<file path="src/rtl/dpram_fifo_ctrl.sv">
// First-word-fall-through FIFO controller driving an external sync_dualport_ram.
// Define FIFO_ALMOST_FULL_EN to add a registered almost_full flag (threshold AFULL_THRESH).
module dpram_fifo_ctrl #(
  parameter int width     = 8,
  parameter int depth     = 16,
  parameter int addr_size = 4
`ifdef FIFO_ALMOST_FULL_EN
  ,
  parameter int AFULL_THRESH = depth - 2
`endif
) (
  input  logic                 clk,
  input  logic                 rst,
  input  logic                 s_valid,
  output logic                 s_ready,
  input  logic [width-1:0]     s_data,
  output logic                 m_valid,
  input  logic                 m_ready,
  output logic [width-1:0]     m_data,
  output logic                 ram_wr_en,
  output logic [addr_size-1:0] ram_wr_addr,
  output logic [width-1:0]     ram_data_in,
  output logic                 ram_rd_en,
  output logic [addr_size-1:0] ram_rd_addr,
  input  logic [width-1:0]     ram_data_out,
  output logic [addr_size+1:0] level,
  output logic                 almost_full
);

  localparam logic [addr_size:0] DEPTH_C = (addr_size+1)'(depth);

  function automatic logic [addr_size-1:0] ptr_inc(input logic [addr_size-1:0] p);
    return p + (addr_size)'(1);
  endfunction

  logic                 run;
  logic [addr_size-1:0] wr_ptr;
  logic [addr_size-1:0] rd_ptr;
  logic [addr_size:0]   ram_count;
  logic [addr_size:0]   ram_count_n;
  logic                 rd_pend;
  logic [1:0]           out_occ;
  logic [1:0]           out_occ_n;
  logic [2:0]           occ_pend;
  logic [width-1:0]     head_q;
  logic [width-1:0]     head_n;
  logic [width-1:0]     skid_q;
  logic [width-1:0]     skid_n;
  logic [addr_size+1:0] level_q;
  logic [addr_size+1:0] level_n;
  logic                 push;
  logic                 pop;

  // s_ready stays low until the first edge after reset release
  assign s_ready     = run && (ram_count < DEPTH_C);
  assign push        = s_valid && s_ready;
  assign m_valid     = (out_occ != 2'd0);
  assign m_data      = head_q;
  assign pop         = m_valid && m_ready;
  assign level       = level_q;

  assign ram_wr_en   = push;
  assign ram_wr_addr = wr_ptr;
  assign ram_data_in = s_data;
  assign ram_rd_addr = rd_ptr;

  // Issue a read only if its data is guaranteed a buffer slot when it returns
  always_comb begin
    occ_pend  = {1'b0, out_occ} + {2'b00, rd_pend} - {2'b00, pop};
    ram_rd_en = (ram_count != '0) && (occ_pend < 3'd2);
  end

  assign ram_count_n = ram_count + (addr_size+1)'(push) - (addr_size+1)'(ram_rd_en);

  // Output buffer: pop shifts skid to head, then returning read data fills the first free slot
  always_comb begin
    head_n    = head_q;
    skid_n    = skid_q;
    out_occ_n = out_occ;
    if (pop) begin
      head_n    = skid_q;
      out_occ_n = out_occ - 2'd1;
    end
    if (rd_pend) begin
      if (out_occ_n == 2'd0) begin
        head_n = ram_data_out;
      end else begin
        skid_n = ram_data_out;
      end
      out_occ_n = out_occ_n + 2'd1;
    end
  end

  assign level_n = (addr_size+2)'(ram_count_n) + (addr_size+2)'(ram_rd_en)
                 + (addr_size+2)'(out_occ_n);

  // Stage p0 -> p1: pointers, counts, read-pending flag and head word
  always_ff @(posedge clk or negedge rst) begin
    if (!rst) begin
      run       <= 1'b0;
      wr_ptr    <= '0;
      rd_ptr    <= '0;
      ram_count <= '0;
      rd_pend   <= 1'b0;
      out_occ   <= 2'd0;
      head_q    <= '0;
      level_q   <= '0;
    end else begin
      run       <= 1'b1;
      if (push) begin
        wr_ptr <= ptr_inc(wr_ptr);
      end
      if (ram_rd_en) begin
        rd_ptr <= ptr_inc(rd_ptr);
      end
      ram_count <= ram_count_n;
      rd_pend   <= ram_rd_en;
      out_occ   <= out_occ_n;
      head_q    <= head_n;
      level_q   <= level_n;
    end
  end

  // Skid entry is only meaningful while out_occ says so, so it carries no reset
  always_ff @(posedge clk) begin
    skid_q <= skid_n;
  end

`ifdef FIFO_ALMOST_FULL_EN
  localparam logic [addr_size+1:0] AFULL_C = (addr_size+2)'(AFULL_THRESH);

  logic afull_q;

  always_ff @(posedge clk or negedge rst) begin
    if (!rst) begin
      afull_q <= 1'b0;
    end else begin
      afull_q <= (level_n >= AFULL_C);
    end
  end

  assign almost_full = afull_q;
`else
  assign almost_full = 1'b0;
`endif

endmodule

</file>
<file path="config.mk">
export PLATFORM = sky130hd
export DESIGN_NAME = dpram_fifo_ctrl
export DESIGN_NICKNAME = d
export VERILOG_FILES = /design/src/rtl/dpram_fifo_ctrl.sv
export SDC_FILE = /design/constraint.sdc
export NUM_CORES = 1
export LEC_CHECK = 0
export ABC_AREA = 1
export BUFFER_PORTS_ARGS = -buffer_cell sky130_fd_sc_hd__buf_4
export CAP_MARGIN = 20
export CORE_UTILIZATION = 37
export CTS_CLUSTER_DIAMETER = 200
export CTS_CLUSTER_SIZE = 10
export DETAILED_ROUTE_END_ITERATION = 6
export HOLD_SLACK_MARGIN = 0.06
export PLACE_DENSITY = 0.58
export SYNTH_ARGS = -nofsm -noshare
export SYNTH_HDL_FRONTEND = slang
export SYNTH_SLANG_ARGS = --single-unit
export TNS_END_PERCENT = 20
</file>
<file path="constraint.sdc">
create_clock -name clk -period 3.7 [get_ports clk]
set_input_delay 0 -clock clk [delete_from_list [all_inputs] [get_ports clk]]
set_output_delay 0 -clock clk [all_outputs]
set_load 0.02 [all_outputs]
</file>
==> results by group <==
Outcome
  – Status: completed

Yosys
  – Cells after synthesis: 195
  – Post-synthesis xor/xnor area fraction: roughly 3.5%
  – Mapped cell area: between 0.0015 and 0.002 sq mm
  – Complex-gate fraction of the synthesized area: 4.51%
  – Syn nets: about 230
  – Sequential fraction of the synthesis area: 51.5%
  – Synth Area in Simple Gates: ~19%
  – Main combinational cell family by area after synthesis: simple AND/OR/NAND/NOR gates
  – Multiplexer share of the synthesized area: 0%
  – Syn avg cell area: 10.1 sq um
  – Synth warn: 0
  – Post-Synth Adder-Cell Area: roughly an eighth
  – Post-synthesis cell type count: 27
  – #FFs+latches synth: 39

Placement
  – Post-DP HPWL: 2.79 mm
  – Port bufs: 37
  – Placed cells: 296
  – Gpl congestion: 0.765

Final layout
  – Fin cells: around 320
  – Antenna diodes: 0
  – Final net count: 290
  – Area growth from synthesis to layout: 35.3%
  – Fraction of layout cells with a size suffix above 1: 33.1%
  – Filler cell count: 468

Critical path
  – CP endpoint kind: flip-flop
  – CP Launch Type: flip-flop
  – FF-to-FF Start: out_occ[1]
  – R2R Setup Slk: approximately 0.11 ns
  – Worst Reg-to-Reg Cells: 20
  – Critical path's most frequent cell: ha_4
  – Critical path arrival: 3.76 ns
  – Critical path cell sequence: inv_2 -> ha_4 -> inv_6 -> nand2_4 -> inv_2 -> ha_4 -> inv_2 -> ha_4 -> inv_2 -> fa_2 -> nand3_4 -> nor2_8 -> ha_4 -> inv_2 -> ha_4 -> fa_2 -> ha_4 -> a21oi_2 -> nor2_2 -> xor2_1
  – FF-to-FF End: level[3]
  – Crit path kind: flip-flop to flip-flop
  – Crit-path max FO: 3
  – Worst path required time: just under 4 ns
  – Top Family by Delay on Critical Path: adder cells
  – Slowest-stage cell, CP: fa_2
  – Delay of the slowest cell on the worst path: 0.58 ns
  – CP bufs+invs: 6

Timing
  – Measured slew at the worst slew-check pin: 0.671 ns
  – Slew margin rel.: 55.1%
  – Final setup vio count: 0
  – Highest Clock Rate: 0.279 GHz
  – Max-slew violations: 0
  – Tcrit/Tclk final: a little over nine tenths
  – Tmin final: 3.59 ns
  – Final Hold Viols: 0
  – Clk_skew: 0.00572 ns
  – Setup TNS: 0 ns

Worst hold path
  – Hold Path Class: input port to flip-flop
  – Hold_sp: m_ready
  – Worst hold endpoint: m_data[0]
  – Hold path depth: 5

Route
  – Wire per inst: 12.3 microns
  – Starting DRT DRC Count: 117
  – Via count: 1423
  – Antenna viol nets, final: 0
  – Vias/cell: 4.39
  – Drt first pass iters: 4
  – Routed WL: 3.99 mm
  – DRC violations left: 0

Floorplan
  – I/O pin total: 55
  – # rows: 26
  – Die height: 75 microns
  – Core area: 0.00511 sq mm
  – Die Span X: 75 microns
  – Die area: 0.00563 sq mm
  – Starting Density: 38.6%

Global route
  – GRT busiest layer: met2
  – All-layer global routing usage: about 15%
  – Met2 Use GR: 23.8%
  – Routing usage on met1: ~20%
  – Initial antenna violation count: 0
  – Global Route met3 Usage: under 10%
  – Vias in the first global route: 1310
  – First-pass GRT wire length: approximately 6.1 mm
  – Gr ovfl total: 0
  – Largest net degree at the start of global routing: 32

Clock tree
  – TritonCTS clock tree: built
  – Clk root buf: clkbuf_8
  – Max clock buf depth: 2
  – Clk_lat worst skew: approximately 0.29 ns
  – CTS Buf Count: 5
  – H-tree lvl count: 2
  – Clock Sinks: 39
  – Clock transition at path regs: about 0.08 ns

Job
  – Max-Cap Viols: 0
cell families (layout without fill, tap and decap cells):
family	count (synthesis)	in the layout
AO/OA/AOI/OAI	15	15
XOR/XNOR	7	7
adder cells (fa/ha/maj)	17	17
buffers and inverters	34	93
flip-flops	39	39
other	2	2
AND/OR/NAND/NOR	81	81
cell usage after synthesis (all sizes together):
master  number  area [sq um]
xnor2        3          26.3
buf         11          80.1
nand3b       1          7.51
nor2        19          97.6
dfrtp       31           776
conb         2          7.51
edfxtp       8           240
nand3       12          72.6
fa           4          80.1
or2          1          6.26
o21ai        4          23.8
xor2         4          42.6
nand2       48           198
a31oi        8          50.1
ha          13           163
inv         23          86.3
a21oi        3          15.0
worst max path at each step:
stage                     from       end  slack (ns)  depth (start not counted)
finish              out_occ[1]  level[3]        0.11                         20
global route        out_occ[1]  level[3]       -0.02                         20
CTS                 out_occ[1]  level[3]        0.01                         22
detailed placement  out_occ[0]  level[3]       -0.03                         22
global placement    out_occ[0]  level[3]        0.05                         22
floorplan           out_occ[1]  level[3]       -0.19                         21
placed cells by master (no fill, tap or decap), types with 3 or more instances in the layout:
master         count
buf_4             44
nand2_1           43
dfrtp_1           31
dlygate4sd3_1     18
nor2_1            14
inv_1             13
nand3_1           11
inv_2              9
a31oi_1            8
edfxtp_1           8
ha_1               7
ha_4               6
clkbuf_8           5
nand2_2            4
nor2_2             4
fa_2               4
xnor2_1            3
xor2_1             3
state kept, by name, summed over array words and instances (netlist names):
register and count:
run 1, level 6, out_occ 2, skid_q 8
ram_wr_addr 4, m_data 8, rd_pend 1, ram_count 5
ram_rd_addr 4
metal layers:
layer	wire length, microns	share of wire [%]
met1	1840	46
met2	1970	49
met3	151	3.8
met4	38	0.95
met5	0	0
what timing repair did:
| action | in CTS | in global routing |
|---|---|---|
| buffers inserted | 0 | 2 |
| gates resized for setup | 2 | 7 |
| endpoints found under the hold margin | 57 | 0 |
| hold buffers | 18 | 0 |
| pin swaps | 0 | 13 |
| setup endpoints to repair | 2 | 5 |
layout make-up:
cell class              count  area [sq um]  area share [%]
repair buffers             62           510            19.1
well taps                  70          87.6            3.28
clock buffers               5          68.8            2.58
multi-input cells         122           878            32.9
flip-flops and latches     39          1020            38.1
clock inverters             3          15.0           0.563
inverters                  23          91.3            3.42
tightest hold or removal path, delay by kind of cell:
kind | cells | cell delay, ns
AO/OA/AOI/OAI | 1 | 0.07
AND/OR/NAND/NOR | 2 | 0.10
buffers and inverters | 2 | 0.25
per-stage QoR:
stage | utilization (%) | hold WS [ns] | setup slack [ns] | cell area [sq um]
2_1_floorplan | - | -0.296 | -0.193 | 2040
3_3_place_gp | 46.2 | -0.0325 | 0.0533 | 2360
3_5_place_dp | 46.2 | -0.0362 | -0.0272 | 2360
4_1_cts | 51.4 | 0.155 | 0.0101 | 2630
5_1_grt | 52.2 | 0.166 | -0.0214 | 2670
6_report | 52.2 | 0.160 | 0.110 | 2670
Power is not shown: default switching activity piles up to over one toggle a cycle in this logic, so the estimate is an artifact.
